$ cat config.mk
export PLATFORM = sky130hd
export DESIGN_NAME = dest_fifo
export DESIGN_NICKNAME = d
export VERILOG_FILES = /design/src/rtl/dest_fifo.sv
export SDC_FILE = /design/constraint.sdc
export NUM_CORES = 1
export LEC_CHECK = 0
export BUFFER_PORTS_ARGS = -buffer_cell sky130_fd_sc_hd__buf_4
export CAP_MARGIN = 20
export CORE_ASPECT_RATIO = 1.5
export CORE_UTILIZATION = 25
export DETAILED_ROUTE_END_ITERATION = 6
export GPL_TIMING_DRIVEN = 1
export PLACE_DENSITY = 0.41
export SYNTH_ARGS = -nofsm -noshare
export SYNTH_HDL_FRONTEND = slang
export SYNTH_SLANG_ARGS = --single-unit
export TNS_END_PERCENT = 100
$ cat constraint.sdc
create_clock -name clk -period 2.38 [get_ports clk]
set_clock_uncertainty 0.1 [all_clocks]
set_input_delay 0.476 -clock clk [delete_from_list [all_inputs] [get_ports clk]]
set_output_delay 0.476 -clock clk [all_outputs]
set_load 0.01 [all_outputs]
$ cat src/rtl/dest_fifo.sv
// dest_fifo: per-destination circular buffer placed after the destination demux.
// It has a registered pop port, full/empty and almost-full/almost-empty flags,
// and a sticky overflow/underflow error flag.
// Optional build macro DEST_FIFO_COUNT_EN adds the fifo_count output port.
module dest_fifo #(
  parameter int DATA_SIZE    = 6,
  parameter int ADDR_SIZE    = 2,
  parameter int ALMOST_FULL  = 3,
  parameter int ALMOST_EMPTY = 1
) (
  input  logic                 clk,
  input  logic                 reset,
  input  logic                 push,
  input  logic [DATA_SIZE-1:0] data_in,
  input  logic                 pop,
  output logic [DATA_SIZE-1:0] data_out,
  output logic                 valid_out,
  output logic                 full,
  output logic                 empty,
  output logic                 almost_full,
  output logic                 almost_empty,
  output logic                 error
`ifdef DEST_FIFO_COUNT_EN
  ,
  output logic [ADDR_SIZE:0]   fifo_count
`endif
);

  localparam int DEPTH = 1 << ADDR_SIZE;
  localparam logic [ADDR_SIZE:0] FULL_COUNT = (ADDR_SIZE + 1)'(DEPTH);
  localparam logic [ADDR_SIZE:0] AF_COUNT   = (ADDR_SIZE + 1)'(ALMOST_FULL);
  localparam logic [ADDR_SIZE:0] AE_COUNT   = (ADDR_SIZE + 1)'(ALMOST_EMPTY);

  logic [DATA_SIZE-1:0] mem [DEPTH];
  logic [ADDR_SIZE-1:0] wr_ptr;
  logic [ADDR_SIZE-1:0] rd_ptr;
  logic [ADDR_SIZE:0]   count;
  logic                 wr_en;
  logic                 rd_en;

  // Flags decode the registered count directly, so they add no latency.
  assign full         = (count == FULL_COUNT);
  assign empty        = (count == '0);
  assign almost_full  = (count >= AF_COUNT);
  assign almost_empty = (count <= AE_COUNT);

  // Full and empty are judged on the current count, so a pop in the same
  // cycle cannot rescue a push into a full buffer.
  assign wr_en = push && !full;
  assign rd_en = pop && !empty;

`ifdef DEST_FIFO_COUNT_EN
  assign fifo_count = count;
`endif

  // Storage array: accepted writes only.
  // NOTE: the array is deliberately left out of reset. Reset clears the pointers
  // and count, so any stale contents can never be read back, and this keeps the
  // array mappable onto plain RAM.
  always_ff @(posedge clk) begin
    if (!reset && wr_en) begin
      mem[wr_ptr] <= data_in;
    end
  end

  // Pointers, occupancy, registered read port and sticky error.
  // NOTE: every register here uses non-blocking assignment. data_out therefore
  // samples the pre-edge rd_ptr, even though rd_ptr advances on the same edge.
  always_ff @(posedge clk) begin
    if (reset) begin
      wr_ptr    <= '0;
      rd_ptr    <= '0;
      count     <= '0;
      data_out  <= '0;
      valid_out <= 1'b0;
      error     <= 1'b0;
    end else begin
      if (wr_en) begin
        wr_ptr <= wr_ptr + 1'b1;
      end
      if (rd_en) begin
        rd_ptr   <= rd_ptr + 1'b1;
        data_out <= mem[rd_ptr];
      end
      valid_out <= rd_en;
      unique case ({wr_en, rd_en})
        2'b10:   count <= count + 1'b1;
        2'b01:   count <= count - 1'b1;
        default: count <= count;
      endcase
      if ((push && full) || (pop && empty)) begin
        error <= 1'b1;
      end
    end
  end

endmodule
After elaboration in Yosys (flattened, before gate mapping)
Memory sizes are Yosys's and may differ from the RTL's. A register that Yosys moved wholly into a read port is not among the register bits.
Cells that the tools add are included.
{ "classes": {"n_addsub": 4, "magnitude_cmp": 2, "eq_ne": 3, "mux": 3, "reduce_logical": 11} }
{ "ops": {"columns": ["operator", "count"], "rows": [
  ["3-bit case mux with 2 select lines", 1],
  ["1-bit logical AND", 5],
  ["2-bit by 1-bit adder with 2-bit output, second input constant", 2],
  ["3-bit by 1-bit adder with 3-bit output, second input constant", 1],
  ["3-bit equality test, second input constant", 1],
  ["3-bit by 2-bit greater-or-equal comparator with 1-bit output, second input constant", 1],
  ["3-bit by 1-bit less-or-equal comparator with 1-bit output, second input constant", 1],
  ["1-bit zero test", 3],
  ["3-bit zero test", 1],
  ["3-bit by 1-bit subtractor with 3-bit output, second input constant", 1],
  ["2-bit by 1-bit equality test with 1-bit output, second input constant", 1],
  ["2-bit equality test, second input constant", 1],
  ["1-bit two-way mux", 2],
  ["2-bit nonzero test", 1],
  ["1-bit logical OR", 1]
]} }
{ "word_totals": {"reg_bits": 9, "ramBits": 24, "in_bits": 10, "out_inout_bits": 12, "word_cells": 29, "memories": 1} }
{ "memory_table": {"columns": ["memory", "depth", "word_bits", "read_ports", "rd_clocked_by_memory_dff", "wr", "line", "source"], "rows": [
  ["mem", 4, 6, 1, 1, 1, "34", "logic [DATA_SIZE-1:0] mem [DEPTH];"]
]} }

Depth between registers and ports, before layout
Gate-level depths: netlist of run 1.
{ "depth": {"word_depth": 6, "depth_mapped": 11, "ltp_nobuf": 9} }

Worst setup path after synthesis of run 1
OpenSTA, ideal clock, no wires.
{ "synth_path": {"path_type": "flip-flop to flip-flop", "start": "register count[0]", "end": "memory mem[0][0] (enable)", "setup_ps": 320, "t_arrival_ps": 1468, "t_required_ps": 1960, "path_slack_ps": 492, "stages_incl_launch_ff": 7, "n_path_buf": 0, "synth_period_minus_slack_ps": 1888, "cell_sequence": "dfxtp_1 -> inv_1 -> ha_1 -> a21boi_0 -> inv_1 -> nor2_1 -> and2_1"} }
{ "synth_between": {"elab_chain_len": 6} }
{ "synth_rtl": {"columns": ["element", "line", "source"], "rows": [
  ["from (decl)", "37", "logic [ADDR_SIZE:0] count;"],
  ["from (signal assigned)", "87", "2'b10: count <= count + 1'b1;"],
  ["from (signal assigned)", "88", "2'b01: count <= count - 1'b1;"],
  ["from (signal assigned)", "89", "default: count <= count;"],
  ["3-bit equality test", "42", "assign full = (count == FULL_COUNT);"],
  ["1-bit zero test", "49", "assign wr_en = push && !full;"],
  ["1-bit logical AND", "49", null],
  ["1-bit logical AND", "61", "if (!reset && wr_en) begin"],
  ["1-bit two-way mux", "61", null],
  ["1-bit two-way mux (implied by the code)", "62", "mem[wr_ptr] <= data_in;"],
  ["to (decl)", "34", null]
]} }
No other way between the ends.

Final worst setup path of run 1
{ "layout_path": {"start": "register count[0]", "end": "output port empty"} }
{ "layout_between": {"elab_chain_len": 1} }
{ "layout_rtl": {"columns": ["element", "line", "source"], "rows": [
  ["3-bit zero test", "43", "assign empty = (count == '0);"],
  ["to (decl)", "19", "output logic empty,"]
]} }
No other way between the ends.

==> results of run 1 <==
==> metrics by stage <==
step / cells / hold WS, ns / worst slack, ns
6_report: 227 / 0.283 / 0.295
5_1_grt: 227 / 0.267 / 0.0970
4_1_cts: 227 / 0.276 / 0.148
3_5_place_dp: 219 / 0.370 / 0.164
3_3_place_gp: 219 / 0.367 / 0.250
2_1_floorplan: 131 / 0.366 / 0.492
==> where the power goes <==
part | switching, mW | internal (mW)
clock network | 0.253 | 0.209
registers | 0.0707 | 0.798
logic | 0.297 | 0.271
==> flip-flops by register name, summed over array words and instances, names as in the netlist <==
| name | count |
|---|---|
| mem | 24 |
| data_out | 6 |
| count | 3 |
| rd_ptr | 2 |
| wr_ptr | 2 |
| error | 1 |
| valid_out | 1 |
==> path summary, 6_finish.rpt <==
kind	to
worst max-delay path	empty
worst min register to register	data_out[4]
worst max register to register	mem[0][4]
worst min-delay path	mem[2][5]
==> cell type report <==
cell class	count	area, um2	share of cell area, %
sequential	39	1020	51.6
multi-input combinational	74	577	29.2
timing repair buffer	21	158	7.97
tap	76	95.1	4.81
clock buffer	5	68.8	3.48
inverter	9	33.8	1.71
clock inverter	3	23.8	1.20
==> cells by family after synthesis <==
kind of cell | count (synthesis) | share of synthesized area [%]
xor+xnor | 2 | 1.04
simple gates | 29 | 8.78
flops | 39 | 60.7
fa+ha+maj | 10 | 7.44
mux | 7 | 8.71
compound gates | 26 | 8.33
buf+inv | 18 | 4.98
==> worst reg2reg max path: stages, from the launching register on <==
cell and delay, ns:
dfxtp_1 0.40, inv_1 0.10, ha_1 0.25, a21boi_1 0.26, inv_1 0.14, nor2_1 0.17
and2_1 0.32
==> placed cells by master, fill, tap and decap left out, types with 2 or more instances in the layout <==
master / netlist / routed
edfxtp_1: 24 / 24
buf_4: 2 / 21
dfxtp_1: 15 / 15
a21oi_1: 13 / 13
ha_1: 10 / 10
o21ai_0: 9 / 9
inv_1: 8 / 8
nor2_1: 8 / 8
nand3_1: 7 / 7
mux4_2: 6 / 6
and2_1: 5 / 5
clkbuf_8: 0 / 5
nand2_1: 4 / 4
xor2_1: 2 / 2
clkinvlp_4: 0 / 2
==> what timing repair did <==
item,4_1_cts,5_1_grt
setup endpoints to repair,0,21
hold endpoints to repair,0,0
resized for setup,0,1
==> routing by layer <==
layer | up-vias | wire length [um] | track usage, % | part of all wire, %
met4 | 0 | 81 | 6.12 | 2.7
li1 | 504 | - | - | -
met5 | - | 0 | 0 | 0
met2 | 22 | 1560 | 17.3 | 52
met3 | 7 | 150 | 3.68 | 5.0
met1 | 491 | 1230 | 10.3 | 41
==> results.toml, run 1 <==
[yosys]
ys_top_cells_by_area = "edfxtp_1 43%, dfxtp_1 18%, mux4_2 8.0%, ha_1 7.4%, a21oi_1 3.9%"
synthArstFlopShare_pct = 0
synth_top_area_share_pct = 42.9
seq_area_frac_synth_pct = 60.7
yosysMostFrequentCell = "edfxtp_1"
synth-edff-count = 24
yosys_warnings = 0
synth_top_cell_by_area = "edfxtp_1"
netlist_area_mm2 = 0.00168
synth.distinct_cells = 27
syn_nets = 151
ys_top_cells_by_count = "24 x edfxtp_1, 15 x dfxtp_1, 13 x a21oi_1, 10 x ha_1, 9 x o21ai_0"
synthCells = 131
avgSynthCellArea_um2 = 12.8
ys_ff_latch = 39
synthFlopType = "edfxtp_1"

[worst_setup_path]
cp_max_fo = 12
worstPathCellList = "inv_1, ha_1, nand2b_2, inv_2, buf_4"
critPathBufInv = 3
startpoint = "count[0]"
rr_worst_depth = 6
reg2reg_from = "count[0]"
cp.required_ns = 1.80
critPathTopFamily = "flip-flops"
critPathSlowestCell = "dfxtp_1"
crit_arrival_ns = 1.51
max_stage_delay_ns = 0.40
start_kind = "flip-flop"
worst-path-stages = 5
criticalPathCategory = "reg -> out"
cp-end-kind = "output port"
timing.reg2reg.setup_slack_ns = 0.32

[clock_tree]
cts_setup_buffers = 0
ctsHoldBuffers = 0
clkTransAtPathRegs_ns = 0.08
clock_latency_ns = 0.29
cts_inserted_buffers = 5
h-tree-depth = 2
tritoncts = "done"
clock_sinks = 39
cts_root_buffer = "clkbuf_8"
cts_buffer_depth = 2

[floorplan]
die_w_um = 69.0
core_mm2 = 0.00649
row_count = 36
start_util_pct = 25.9
die_area_mm2 = 0.00707
dieHeight_um = 102
num_io_pins = 22

[placed_design]
gp_congestion = 0.691
place_area_mm2 = 0.00188
dp_hpwl_mm = 2.26
port_buffers = 21

[routing]
vias_per_cell = 4.51
wirelength_mm = 3.02
ant_nets = 0
drtIter0Drc = 28
vias = 1024
drtPass1Iterations = 4
routedWlPerCell_um = 13.3
drc = 0

[layout]
antennaDiodeCount = 0
nNetsFinal = 170
fin_util_pct = 30.5
drive_gt1_share_pct = 25.2
final_area_mm2 = 0.00198
nFillCells = 671
syn_to_final_growth_pct = 17.6

[sta]
fmax_ghz = 0.480
tightest_slew_ns = 0.456
rsz0062_at_grt = "false"
setup_viol = 0
post-route-period-util_pct = 87.6
slew_headroom_pct = 69.6
drv_slew = 0
fin_tns_setup_ns = 0
hold_violations = 0
period_minus_slack_ns = 2.09

[global_routing]
first_global_vias = 1079
antenna_found_initial = 0
grt_max_degree = 17
gr-total-overflow = 0
grt_pass1_wl_mm = 4.98
track_usage_pct = 10.2

[run]
drv_cap = 0

[min_path]
hp-start = "data_in[5]"
min_path_type = "in -> reg"
holdPathStages = 1

[power_and_ir_drop]
p_leak_nw = 0.726
irDropWorstVdd_mv = 0.240
power_mw = 1.90
power.density_mw_per_mm2 = 961

[run_status]
status = "finished clean"
Power figures use the tool's default switching activity.
==> run 2, diff against run 1 <==
CORE_MARGIN = 2   (was default)
PLACE_DENSITY = default   (was 0.41)
==> run 2 against run 1 <==
Effect of this change:
- critical path type unchanged
- flip-flop and latch count is the same
- setup slack worse by 0.0068 ns
- count of clock-buffer cells in the layout unchanged
- non-clock buffer count unchanged
- cell area is essentially flat
- largest cell class unchanged
- cell count stayed put
- routed wire length fell by 6.3%
- via count decreased by 4.1%
==> results.toml, run 2 (synthesized netlist as in run 1, its figures left out) <==
[run_status]
status = "finished clean"

[worst_setup_path]
reg2reg_to = "mem[1][0]"
cp.required_ns = 1.80
endpoint = "empty"
reg2reg_from = "count[0]"
start_kind = "flip-flop"
crit_arrival_ns = 1.52
cp_max_fo = 12
timing.reg2reg.setup_slack_ns = 0.29
startpoint = "count[0]"
criticalPathCategory = "reg -> out"
cp-end-kind = "output port"
rr_worst_depth = 6

[floorplan]
start_util_pct = 25.9
num_io_pins = 22
dieHeight_um = 104
die_area_mm2 = 0.00741
row_count = 36
core_mm2 = 0.00649
die_w_um = 71.0

[layout]
fin_util_pct = 30.5
antennaDiodeCount = 0
drive_gt1_share_pct = 26.5
syn_to_final_growth_pct = 17.5
largest_register_ffs = 24
most-common-layout-cells = "24 x edfxtp_1, 21 x buf_4, 15 x dfxtp_1"
nNetsFinal = 170
top_regs = "mem x24, data_out x6, count x3"
mostFrequentLayoutCell = "edfxtp_1"
largest_register = "mem"

[global_routing]
grt_max_degree = 17
grt_pass1_wl_mm = 4.73
track_usage_pct = 8.16
first_global_vias = 1002
antenna_found_initial = 0
gr-total-overflow = 0

[clock_tree]
cts_resized = 0
cts_root_buffer = "clkbuf_8"
cts_inserted_buffers = 5
clkTransAtPathRegs_ns = 0.08
tritoncts = "done"
ctsHoldBuffers = 0
clock_latency_ns = 0.28
cts_setup_buffers = 0
cts_buffer_depth = 2
clock_sinks = 39
h-tree-depth = 2

[routing]
ant_nets = 0
drtPass1Iterations = 4
wirelength_mm = 2.83
vias = 982
drtIter0Drc = 89
vias_per_cell = 4.33
routedWlPerCell_um = 12.5
drc = 0

[sta]
setup_viol = 0
hold_violations = 0
rsz0062_at_grt = "false"
timing.hold.ws_ns = 0.294
fin_tns_setup_ns = 0
period_minus_slack_ns = 2.09
drv_slew = 0
post-route-period-util_pct = 87.9
tightest_slew_ns = 0.444
fmax_ghz = 0.478
slew_headroom_pct = 70.4

[placed_design]
port_buffers = 21
dp_hpwl_mm = 2.17
gp_congestion = 0.755

[power_and_ir_drop]
p_leak_nw = 0.727
power.density_mw_per_mm2 = 942
irDropWorstVdd_mv = 0.249

[min_path]
min_path_type = "in -> reg"

[run]
drv_cap = 0
==> run 2: cell types whose count changed in the layout (fill, tap and decap cells not counted) <==
cell | previous run | this run
and2_1 | 5 | 3
and2_2 | 0 | 2
clkinv_2 | 0 | 1
inv_6 | 1 | 0
==> run 2: worst min path at each step <==
| stage | end | depth (start not counted) | slack [ns] | startpoint |
|---|---|---|---|---|
| floorplan | wr_ptr[0] | 2 | 0.37 | wr_ptr[0] |
| global placement | data_out[4] | 2 | 0.37 | data_out[4] |
| detailed placement | error | 2 | 0.37 | error |
| CTS | mem[0][5] | 1 | 0.28 | data_in[5] |
| global route | mem[2][2] | 1 | 0.29 | data_in[2] |
| finish | mem[0][5] | 1 | 0.29 | data_in[5] |
==> run 2: power breakdown <==
group	switching, mW	internal [mW]	total, mW
Clock	0.223	0.204	0.427
Sequential	0.0711	0.798	0.869
Combinational	0.292	0.272	0.564
==> run 2: worst max-delay path, stage by stage (launching register included) <==
cell and delay [ns]:
dfxtp_1 0.40, inv_1 0.11, ha_1 0.26, nand2b_2 0.17, inv_2 0.13, buf_4 0.16
==> run 2: area by class of cell <==
type,instances,area [um2]
multi-input cells,74,579
clock inverters,3,20.0
well taps,76,95.1
clock buffers,5,68.8
flip-flops and latches,39,1020
inverters,9,33.8
fillers,684,4510
repair buffers,21,158
==> run 2: per-stage QoR <==
| step | cell area (um2) | std cells | power (mW) | setup slack (ns) |
|---|---|---|---|---|
| floorplan | 1680 | 131 | 1.30 | 0.492 |
| detailed placement | 1880 | 219 | 1.46 | 0.176 |
| CTS | 1970 | 227 | 1.89 | 0.150 |
| finish | 1980 | 227 | 1.86 | 0.288 |
| global placement | 1880 | 219 | 1.45 | 0.302 |
| global route | 1980 | 227 | 1.99 | 0.117 |
==> run 2: per-layer routing <==
layer	vias up	GRT usage, %	wire, um
met5	-	0	0
met4	0	3.91	34
met3	2	2.81	111
met2	14	13.9	1550
met1	467	8.90	1140
li1	499	-	-
==> run 3, diff against run 2 <==
ABC_AREA = 1   (was default)
==> run 3 against run 2 <==
Effect of this change:
- fmax increased by 7.1%
- cell count increased by 24%
- utilization decreased by 0.25 points
- register-to-register slack improved by 0.16 ns
==> results.toml, run 3 <==
[global_routing]
grt_max_degree = 16
grt_pass1_wl_mm = 5.35
antenna_found_initial = 0
gr-total-overflow = 0
track_usage_pct = 9.36
first_global_vias = 1165

[placed_design]
dp.cells = 274
gp_congestion = 0.725
port_buffers = 21
dp_hpwl_mm = 2.66
place_ws_ns = 0.424

[worst_setup_path]
cp-end-kind = "output port"
rr_worst_depth = 5
crit_arrival_ns = 1.38
critPathSlowestCell = "dfxtp_1"
cp_max_fo = 6
start_kind = "flip-flop"
cp.required_ns = 1.80
worstPathCellList = "inv_1, ha_1, nand2_1, inv_1, buf_4"
criticalPathCategory = "reg -> out"
crit_top_cell = "inv_1"
max_stage_delay_ns = 0.36

[clock_tree]
cts_resized = 0
ctsHoldBuffers = 0
cts_inserted_buffers = 5
h-tree-depth = 2
cts_setup_buffers = 0
clock_sinks = 39
clock_latency_ns = 0.29
tritoncts = "done"
cts_buffer_depth = 2
cts_root_buffer = "clkbuf_8"
clkTransAtPathRegs_ns = 0.08

[routing]
drc = 0
vias = 1195
drtPass1Iterations = 6
ant_nets = 0
vias_per_cell = 4.24
wirelength_mm = 3.35
drtIter0Drc = 50
routedWlPerCell_um = 11.9

[yosys]
synth_top_area_share_pct = 41.7
synth-edff-count = 24
yosys_warnings = 0
netlist_area_mm2 = 0.00173
avgSynthCellArea_um2 = 9.71
ys_top_cells_by_count = "49 x nand2_1, 24 x edfxtp_1, 21 x inv_1, 16 x nand3_1, 15 x dfxtp_1"
syn_nets = 198
ys_ff_latch = 39
seq_area_frac_synth_pct = 59.1
synthCells = 178
synthFlopType = "edfxtp_1"
ys_top_cells_by_area = "edfxtp_1 42%, dfxtp_1 17%, nand2_1 11%, ha_1 7.2%, nand3_1 4.6%"
synth.distinct_cells = 17
synthArstFlopShare_pct = 0
synth_top_cell_by_area = "edfxtp_1"
yosysMostFrequentCell = "nand2_1"

[floorplan]
row_count = 37
num_io_pins = 22
die_w_um = 71.9
start_util_pct = 25.6
dieHeight_um = 106
die_area_mm2 = 0.00761
core_mm2 = 0.00676

[power_and_ir_drop]
seqPwrFrac_pct = 44.0
clock_power_share_pct = 21.4
comb_power_share_pct = 34.6
p_switching_uw = 725
irDropWorstVdd_mv = 0.264
p_sw_share_pct = 35.5
p_int_mw = 1.32
power.density_mw_per_mm2 = 1000
p_leak_nw = 0.898

[sta]
rsz0062_at_grt = "false"
drv_slew = 0
fin_tns_setup_ns = 0
hold_violations = 0
tightest_slew_ns = 0.473
setup_viol = 0
slew_headroom_pct = 68.4
worst_slack_ns = 0.426
post-route-period-util_pct = 82.1
period_minus_slack_ns = 1.95
fmax_ghz = 0.512

[layout]
largest_register = "mem"
regArea_mm2 = 0.00102
syn_to_final_growth_pct = 18.2
nNetsFinal = 223
largest_register_ffs = 24
drive_gt1_share_pct = 18.6
top_regs = "mem x24, data_out x6, count x3"
multi_input_area_um2 = 576
mostFrequentLayoutCell = "nand2_1"
most-common-layout-cells = "49 x nand2_1, 24 x edfxtp_1, 22 x buf_4"
instances_no_fill = 282
nFillCells = 712
antennaDiodeCount = 0

[run_status]
status = "finished clean"

[min_path]
min_path_type = "in -> reg"
holdPathStages = 2

[run]
drv_cap = 0
## run 3: cell types whose count changed in the layout (fill, tap and decap cells not counted), sizes merged, moves of 2 or more
cell,before,now
inv,9,25
nand3,7,16
mux4,6,0
and2,5,0
o21ai,9,7
nand2,4,52
## run 3: kinds of logic (layout without fill, tap and decap cells)
| kind of cell | Yosys count | count (layout) | share of synthesized area [%] |
|---|---|---|---|
| and+or+nand+nor | 78 | 78 | 19.3 |
| DFF | 39 | 39 | 59.1 |
| buffers and inverters | 29 | 55 | 7.60 |
| AOI/OAI and AO/OA | 21 | 21 | 6.30 |
| adders and majority gates | 10 | 10 | 7.24 |
| xor gates and xnor gates | 1 | 1 | 0.507 |
## run 3: final timing paths
check | start | end | slack (ns)
max | count[0] | full | 0.43
min | reset | rd_ptr[1] | 0.28
max reg2reg | count[0] | mem[0][5] | 0.45
min reg2reg | error | error | 0.38
## run 3: metal layers
metal  up-vias  part of all wire (%)  track usage, %  wire, um
li1        623                     -               -         -
met1       546                    36            8.05      1200
met2        19                    58            18.5      1950
met3         7                   2.8            2.39        95
met4         0                   3.0            5.26       101
met5         -                     0               0         0
## run 3: power by group through the flow
stage | combinational [mW] | sequential (mW) | clock, mW
2_1_floorplan | 0.487 | 0.912 | 0
3_3_place_gp | 0.710 | 0.915 | 0
3_5_place_dp | 0.718 | 0.916 | 0
4_1_cts | 0.721 | 0.901 | 0.452
5_1_grt | 0.806 | 0.915 | 0.480
6_report | 0.708 | 0.899 | 0.437
## run 3: worst max-delay path: cells and delay by family (launching register included)
family	cells	cell delay (ns)
and+or+nand+nor	1	0.14
adders and majority gates	1	0.27
DFF	1	0.36
buffers and inverters	3	0.32
## run 3: final cells by class
cell class,instances,share of cell area (%)
flip-flops and latches,39,50.0
repair buffers,22,8.09
inverters,25,4.60
clock buffers,5,3.37
clock inverters,3,0.980
multi-input cells,110,28.2
well taps,78,4.78
## run 3: stage by stage
step	hold WS (ns)	util (%)	total power, mW	cell area (um2)
after global routing	0.278	30.2	2.20	2040
after detailed placement	0.356	28.9	1.63	1950
after global placement	0.365	28.9	1.62	1950
final	0.277	30.2	2.04	2040
after CTS	0.271	30.2	2.07	2040
after floorplan	0.390	-	1.40	1730
